==> src/rtl/if_pkg.sv <==
// rtl/if_pkg.sv - shared fetch-stage types and constants
package if_pkg;

  typedef enum logic [1:0] {
    ST_REQ   = 2'd0,
    ST_WAIT  = 2'd1,
    ST_VALID = 2'd2,
    ST_DROP  = 2'd3
  } fetch_state_e;

  localparam logic [6:0]  OPCODE_BRANCH    = 7'b1100011;
  localparam logic [31:0] DEFAULT_RESET_PC = 32'h0000_0000;

endpackage

==> src/rtl/if_stage_if.sv <==
// rtl/if_stage_if.sv - instruction memory request/response bundle
interface if_stage_if;
  logic        imem_req_valid;
  logic        imem_req_ready;
  logic [31:0] imem_addr;
  logic        imem_rsp_valid;
  logic [31:0] imem_rsp_data;

  modport master (
    output imem_req_valid, imem_addr,
    input  imem_req_ready, imem_rsp_valid, imem_rsp_data
  );

  modport slave (
    input  imem_req_valid, imem_addr,
    output imem_req_ready, imem_rsp_valid, imem_rsp_data
  );
endinterface

==> src/rtl/if_stage_pc_next_gen.sv <==
// rtl/if_stage_pc_next_gen.sv - PC+4, B-immediate target and static prediction
// Backward-taken prediction only when IF_STAGE_BTFN_EN is defined.
module pc_next_gen
  import if_pkg::*;
(
  input  logic [31:0] pc_i,
  input  logic [31:0] instr_i,
  output logic [31:0] pc_plus4_o,
  output logic [31:0] target_o,
  output logic        pred_taken_o
);

  logic [31:0] b_imm;

  assign b_imm      = {{20{instr_i[31]}}, instr_i[7], instr_i[30:25], instr_i[11:8], 1'b0};
  assign pc_plus4_o = pc_i + 32'd4;
  assign target_o   = pc_i + b_imm;

`ifdef IF_STAGE_BTFN_EN
  // A branch with negative offset is a backward branch: predict taken.
  assign pred_taken_o = (instr_i[6:0] == OPCODE_BRANCH) && instr_i[31];
  logic unused_bits;
  assign unused_bits = ^instr_i[24:12];
`else
  assign pred_taken_o = 1'b0;
  logic unused_bits;
  assign unused_bits = ^{instr_i[24:12], instr_i[6:0]};
`endif

endmodule

==> src/rtl/if_stage.sv <==
// rtl/if_stage.sv - instruction fetch stage, one outstanding imem request
// Optional static backward-branch prediction via IF_STAGE_BTFN_EN.
module if_stage
  import if_pkg::*;
#(
  parameter logic [31:0] RESET_PC = DEFAULT_RESET_PC
) (
  input  logic               clk,
  input  logic               rst,
  input  logic               StallF,
  input  logic               PCSrcE,
  input  logic [31:0]        PCTargetE,
  if_stage_if.master         imem,
  output logic [31:0]        PCF,
  output logic [31:0]        InstrF,
  output logic [31:0]        PCPlus4F,
  output logic               ValidF,
  output logic               PredTakenF
);

  fetch_state_e state_q, state_d;
  logic [31:0]  pc_q, pc_d;
  logic [31:0]  instr_q, instr_d;
  logic [31:0]  pc_plus4, br_target, next_pc;
  logic         pred_taken;

  pc_next_gen u_pc_next_gen (
    .pc_i         (pc_q),
    .instr_i      (instr_q),
    .pc_plus4_o   (pc_plus4),
    .target_o     (br_target),
    .pred_taken_o (pred_taken)
  );

  assign next_pc = pred_taken ? br_target : pc_plus4;

  always_ff @(posedge clk or negedge rst) begin
    if (!rst) begin
      state_q <= ST_REQ;
      pc_q    <= RESET_PC;
      instr_q <= 32'h0;
    end else begin
      state_q <= state_d;
      pc_q    <= pc_d;
      instr_q <= instr_d;
    end
  end

  // Redirects take priority everywhere; a response already in flight is
  // discarded either immediately (same cycle) or via DROP.
  always_comb begin
    state_d = state_q;
    pc_d    = pc_q;
    instr_d = instr_q;
    case (state_q)
      ST_REQ: begin
        if (PCSrcE) begin
          pc_d    = PCTargetE;
          state_d = imem.imem_req_ready ? ST_DROP : ST_REQ;
        end else if (imem.imem_req_ready) begin
          state_d = ST_WAIT;
        end
      end
      ST_WAIT: begin
        if (PCSrcE) begin
          pc_d    = PCTargetE;
          state_d = imem.imem_rsp_valid ? ST_REQ : ST_DROP;
        end else if (imem.imem_rsp_valid) begin
          instr_d = imem.imem_rsp_data;
          state_d = ST_VALID;
        end
      end
      ST_VALID: begin
        if (PCSrcE) begin
          pc_d    = PCTargetE;
          state_d = ST_REQ;
        end else if (!StallF) begin
          pc_d    = next_pc;
          state_d = ST_REQ;
        end
      end
      ST_DROP: begin
        if (PCSrcE) begin
          pc_d = PCTargetE;
        end
        if (imem.imem_rsp_valid) begin
          state_d = ST_REQ;
        end
      end
      default: state_d = ST_REQ;
    endcase
  end

  // Request is masked during reset even though the state sits in REQ.
  assign imem.imem_req_valid = rst && (state_q == ST_REQ);
  assign imem.imem_addr      = pc_q;

  assign PCF        = pc_q;
  assign InstrF     = instr_q;
  assign PCPlus4F   = pc_plus4;
  assign PredTakenF = pred_taken;
  assign ValidF     = (state_q == ST_VALID) && !PCSrcE;

endmodule

==> src/flat_wrapper.sv <==
// flat-port wrapper written by rule: the top's interface ports become plain ports
module if_stage_flat import if_pkg::*;
#(
  parameter logic [31:0] RESET_PC = DEFAULT_RESET_PC
)
  (clk, rst, StallF, PCSrcE, PCTargetE, PCF, InstrF, PCPlus4F, ValidF, PredTakenF, imem_imem_req_valid, imem_imem_addr, imem_imem_req_ready, imem_imem_rsp_valid, imem_imem_rsp_data);
  if_stage_if imem_i ();
  input  logic clk;
  input  logic rst;
  input  logic StallF;
  input  logic PCSrcE;
  input  logic [31:0] PCTargetE;
  output logic [31:0] PCF;
  output logic [31:0] InstrF;
  output logic [31:0] PCPlus4F;
  output logic ValidF;
  output logic PredTakenF;
  output wire logic [$bits(imem_i.imem_req_valid)-1:0] imem_imem_req_valid;
  output wire logic [$bits(imem_i.imem_addr)-1:0] imem_imem_addr;
  input wire logic [$bits(imem_i.imem_req_ready)-1:0] imem_imem_req_ready;
  input wire logic [$bits(imem_i.imem_rsp_valid)-1:0] imem_imem_rsp_valid;
  input wire logic [$bits(imem_i.imem_rsp_data)-1:0] imem_imem_rsp_data;
  assign imem_imem_req_valid = imem_i.imem_req_valid;
  assign imem_imem_addr = imem_i.imem_addr;
  assign imem_i.imem_req_ready = imem_imem_req_ready;
  assign imem_i.imem_rsp_valid = imem_imem_rsp_valid;
  assign imem_i.imem_rsp_data = imem_imem_rsp_data;
  if_stage #(.RESET_PC(RESET_PC)) u_core (.clk(clk), .rst(rst), .StallF(StallF), .PCSrcE(PCSrcE), .PCTargetE(PCTargetE), .imem(imem_i), .PCF(PCF), .InstrF(InstrF), .PCPlus4F(PCPlus4F), .ValidF(ValidF), .PredTakenF(PredTakenF));
endmodule
==> config.mk <==
export PLATFORM = sky130hd
export DESIGN_NAME = if_stage_flat
export DESIGN_NICKNAME = d
export VERILOG_FILES = /design/src/rtl/if_pkg.sv /design/src/rtl/if_stage_if.sv /design/src/rtl/if_stage_pc_next_gen.sv /design/src/rtl/if_stage.sv /design/src/flat_wrapper.sv
export SDC_FILE = /design/constraint.sdc
export NUM_CORES = 1
export LEC_CHECK = 0
export ABC_AREA = 1
export BUFFER_PORTS_ARGS = -buffer_cell sky130_fd_sc_hd__buf_2
export CELL_PAD_IN_SITES_DETAIL_PLACEMENT = 1
export CELL_PAD_IN_SITES_GLOBAL_PLACEMENT = 2
export CORE_MARGIN = 2
export CORE_UTILIZATION = 25
export DETAILED_ROUTE_END_ITERATION = 7
export PLACE_DENSITY = 0.87
export SLEW_MARGIN = 20
export SYNTH_ARGS = -nofsm -noshare
export SYNTH_HDL_FRONTEND = slang
export SYNTH_SLANG_ARGS = --single-unit
==> constraint.sdc <==
create_clock -name clk -period 2 [get_ports clk]
set_clock_uncertainty 0.2 [all_clocks]
set_input_delay 0.1 -clock clk [delete_from_list [all_inputs] [get_ports clk]]
set_output_delay 0.1 -clock clk [all_outputs]
set_load 0.05 [all_outputs]
==> out/qor.txt <==
outcome: finished, violations left
failing checks: negative setup slack
Worst EP required: 1700 ps
Non-Filler Instances: 1044
Post-synth EDFFs: 0
Final Setup Violations: 19
Worst-Margin Slew: 558 ps
average routed wire per standard cell: 16.2 microns
min cycle time layout: 2150 ps
design area: 7560 sq um
Multi-input gate area: 2490 sq um
Core Util, Final: 45.9%
Clk Latency, worst-skew pair: 350 ps
PwrDens: 1490 nW/um^2
initial antenna violation count: 1
number of CTS-inserted buffers: 9
Synthesized Nets: 585
setup slack after layout: -150 ps
leak pwr: 3.81 nW
post-synthesis instance area: 4190 sq um
Root Buffer: clkbuf_16
Synth Register Bits: 66
H-Tree Depth: 3
drt total wl: 16.9 mm
Main synth FF type: dfrtp_1
CTS Buffer Depth: 2
Synthesis Warnings: 0
CTS tree: done
Pwr Total: 11.3 mW
global-route wire length before repair: 26.3 mm
layout cells sized above 1: 55.5%
CP Capture Type: output port
via density per instance: 4.31
Slew HR: 62.8%
kind of critical path: register to output port
IO Count: 201
initial core utilization: 25.4%
total gr overflow: 0
Core ar.: 16500 sq um
Die Wd: 133 microns
Hold Vio Cnt, Final: 0
initial DRC count: 111
largest net degree at the start of global routing: 67
antenna-violating nets left: 0
Post-synth ARST share: 100%
post-synthesis sequential area ratio: 39.4%
RSZ-0062 raised after global routing: true
HP Class: input port to asynchronous set/reset pin
DR pass1 iterations: 4
Final nets: 889
Tot GR Track Use: 19.1%
placed cell areas: 5550 sq um
Via Count: 4496
Core Rows: 47
Avg Inst Size Synth: 8.15 sq um
Worst Path Arrival: 1850 ps
DRC Markers: 0
vias in the first global route: 4930
HPWL after DPL: 11.3 mm
clk slew on worst S/H paths: 60 ps
Mapped Cells: 514
GPL Wtd Cong: 0.795
IR drop worst, VDD: 922 uV
Max Slew Vio Count: 0
period utilisation layout: 108%
die height: 133 microns
area grow syn2layout: 80.5%
Placed Instances: 922
max-cap violation count: 0
Distinct cells, synth: 35
filler cell count: 1962
Crit Path Max Fanout: 5
clk sink count: 66
pre-CTS WS: 12.4 ps
area taken by flip-flops and latches: 1670 sq um
input/output buffers: 199
die area: 17800 sq um
Startpoint Class: register
fmax: 465 MHz
placed cells by master (no fill, tap or decap), types with 2 or more instances in the layout:
cell type      Yosys  layout
inv_1             53      45
nor2_4             5      16
nand3_1           29      14
o22ai_1           14      14
a21oi_1            3       3
inv_4              2       3
xor2_4             0       2
dfrtp_1           66      48
o21bai_1           6       6
mux2_4            30      30
clkinv_4           0       2
buf_4             36      53
xnor2_2            0       4
buf_6              6      26
nor2_1            62      44
dfrtp_2            0      18
nand3_2            1      14
buf_8              0      14
nor2_2             8      15
nand2_2            3      39
buf_2              3     171
mux2_2             2       2
dlygate4sd3_1      0      71
nand3_4            0       2
clkbuf_16          0       9
o21ai_0            8       8
nand2_4            1       8
buf_12             0       4
nand3b_1           2       2
xnor2_4            0       6
bufinv_16          0       3
nand2_1          146     103
inv_2              3      10
flip-flops by register name, indices dropped and copies added (netlist names):
register        cells
u_core.InstrF      32
u_core.state_q      2
u_core.PCF         32
routing by layer:
metal / share of wire, % / GRT usage, % / vias to the layer above
li1: - / - / 2183
met4: 0.94 / 4.91 / 0
met5: 0 / 0 / -
met1: 40 / 22.4 / 2153
met3: 7.1 / 5.86 / 13
met2: 52 / 33.8 / 147
synthesized netlist by cell type (all sizes together), types with 2 or more instances:
| cell type | instances | area [sq um] |
|---|---|---|
| dfrtp | 66 | 1650 |
| o21bai | 6 | 45.0 |
| nand3 | 30 | 155 |
| nor2 | 76 | 359 |
| nand3b | 2 | 15.0 |
| xnor2 | 10 | 87.6 |
| nand2 | 150 | 578 |
| xor2 | 4 | 35.0 |
| mux2 | 32 | 473 |
| o22ai | 14 | 87.6 |
| inv | 58 | 223 |
| buf | 46 | 357 |
| o21ai | 9 | 45.0 |
| a21oi | 3 | 15.0 |
what timing repair did:
item | in CTS | in global routing
hold buffers | 71 | 0
resized for setup | 106 | 80
buffers inserted | 18 | 19
pin swaps | 31 | 37
endpoints found under the setup margin | 26 | 29
hold endpoints to repair | 132 | 0
metrics by stage:
stage,hold WS [ps],setup TNS [ps]
final,154,-1680
after global routing,193,-3870
after CTS,178,-2330
after detailed placement,22.2,0
after global placement,11.0,0
after floorplan,-396,-1120
cell families after synthesis:
family | share of synthesized area (%)
multiplexers | 11.3
AND/OR/NAND/NOR | 27.0
adder cells (fa/ha/maj) | 0.299
XOR/XNOR | 2.93
flip-flops | 39.4
AO/OA/AOI/OAI | 5.11
other | 0.0895
buffers and inverters | 13.9
critical path, stage by stage (launching register included):
cell,delay [ps]
dfrtp_2,390
nand2_1,160
nor2_4,210
nand2_4,100
nor2_4,230
nand2_1,110
nand2_2,80
nand2_2,70
buf_8,150
cell type report:
cell class	instances	area share, %
timing repair buffer	340	33.8
multi-input combinational	343	32.9
sequential	66	22.1
tap	220	3.64
clock buffer	10	3.03
inverter	58	2.98
clock inverter	6	1.52
antenna	1	0.0331
where the power goes:
| group | internal (mW) | switching (mW) |
|---|---|---|
| clock network | 1.22 | 0.654 |
| registers | 1.86 | 0.470 |
| logic | 2.28 | 4.79 |
| total | 5.37 | 5.91 |
worst paths after layout:
path | end | slack [ps] | cells past startpoint | from
worst max register to register | u_core.PCF[28]$_DFFE_PN0P_ | 20 | 12 | u_core.PCF[7]$_DFFE_PN0P_
worst max-delay path | PCPlus4F[20] | -150 | 8 | u_core.PCF[7]$_DFFE_PN0P_
max in group asynchronous | u_core.PCF[13]$_DFFE_PN0P_ | 1100 | 3 | rst
worst min register to register | u_core.InstrF[27]$_DFFE_PN0P_ | 320 | 1 | u_core.InstrF[27]$_DFFE_PN0P_
worst min-delay path | u_core.InstrF[17]$_DFFE_PN0P_ | 150 | 3 | rst
min in group clk | u_core.InstrF[5]$_DFFE_PN0P_ | 310 | 3 | imem_imem_rsp_data[5]
No activity file was read; power rests on OpenSTA's default activity.
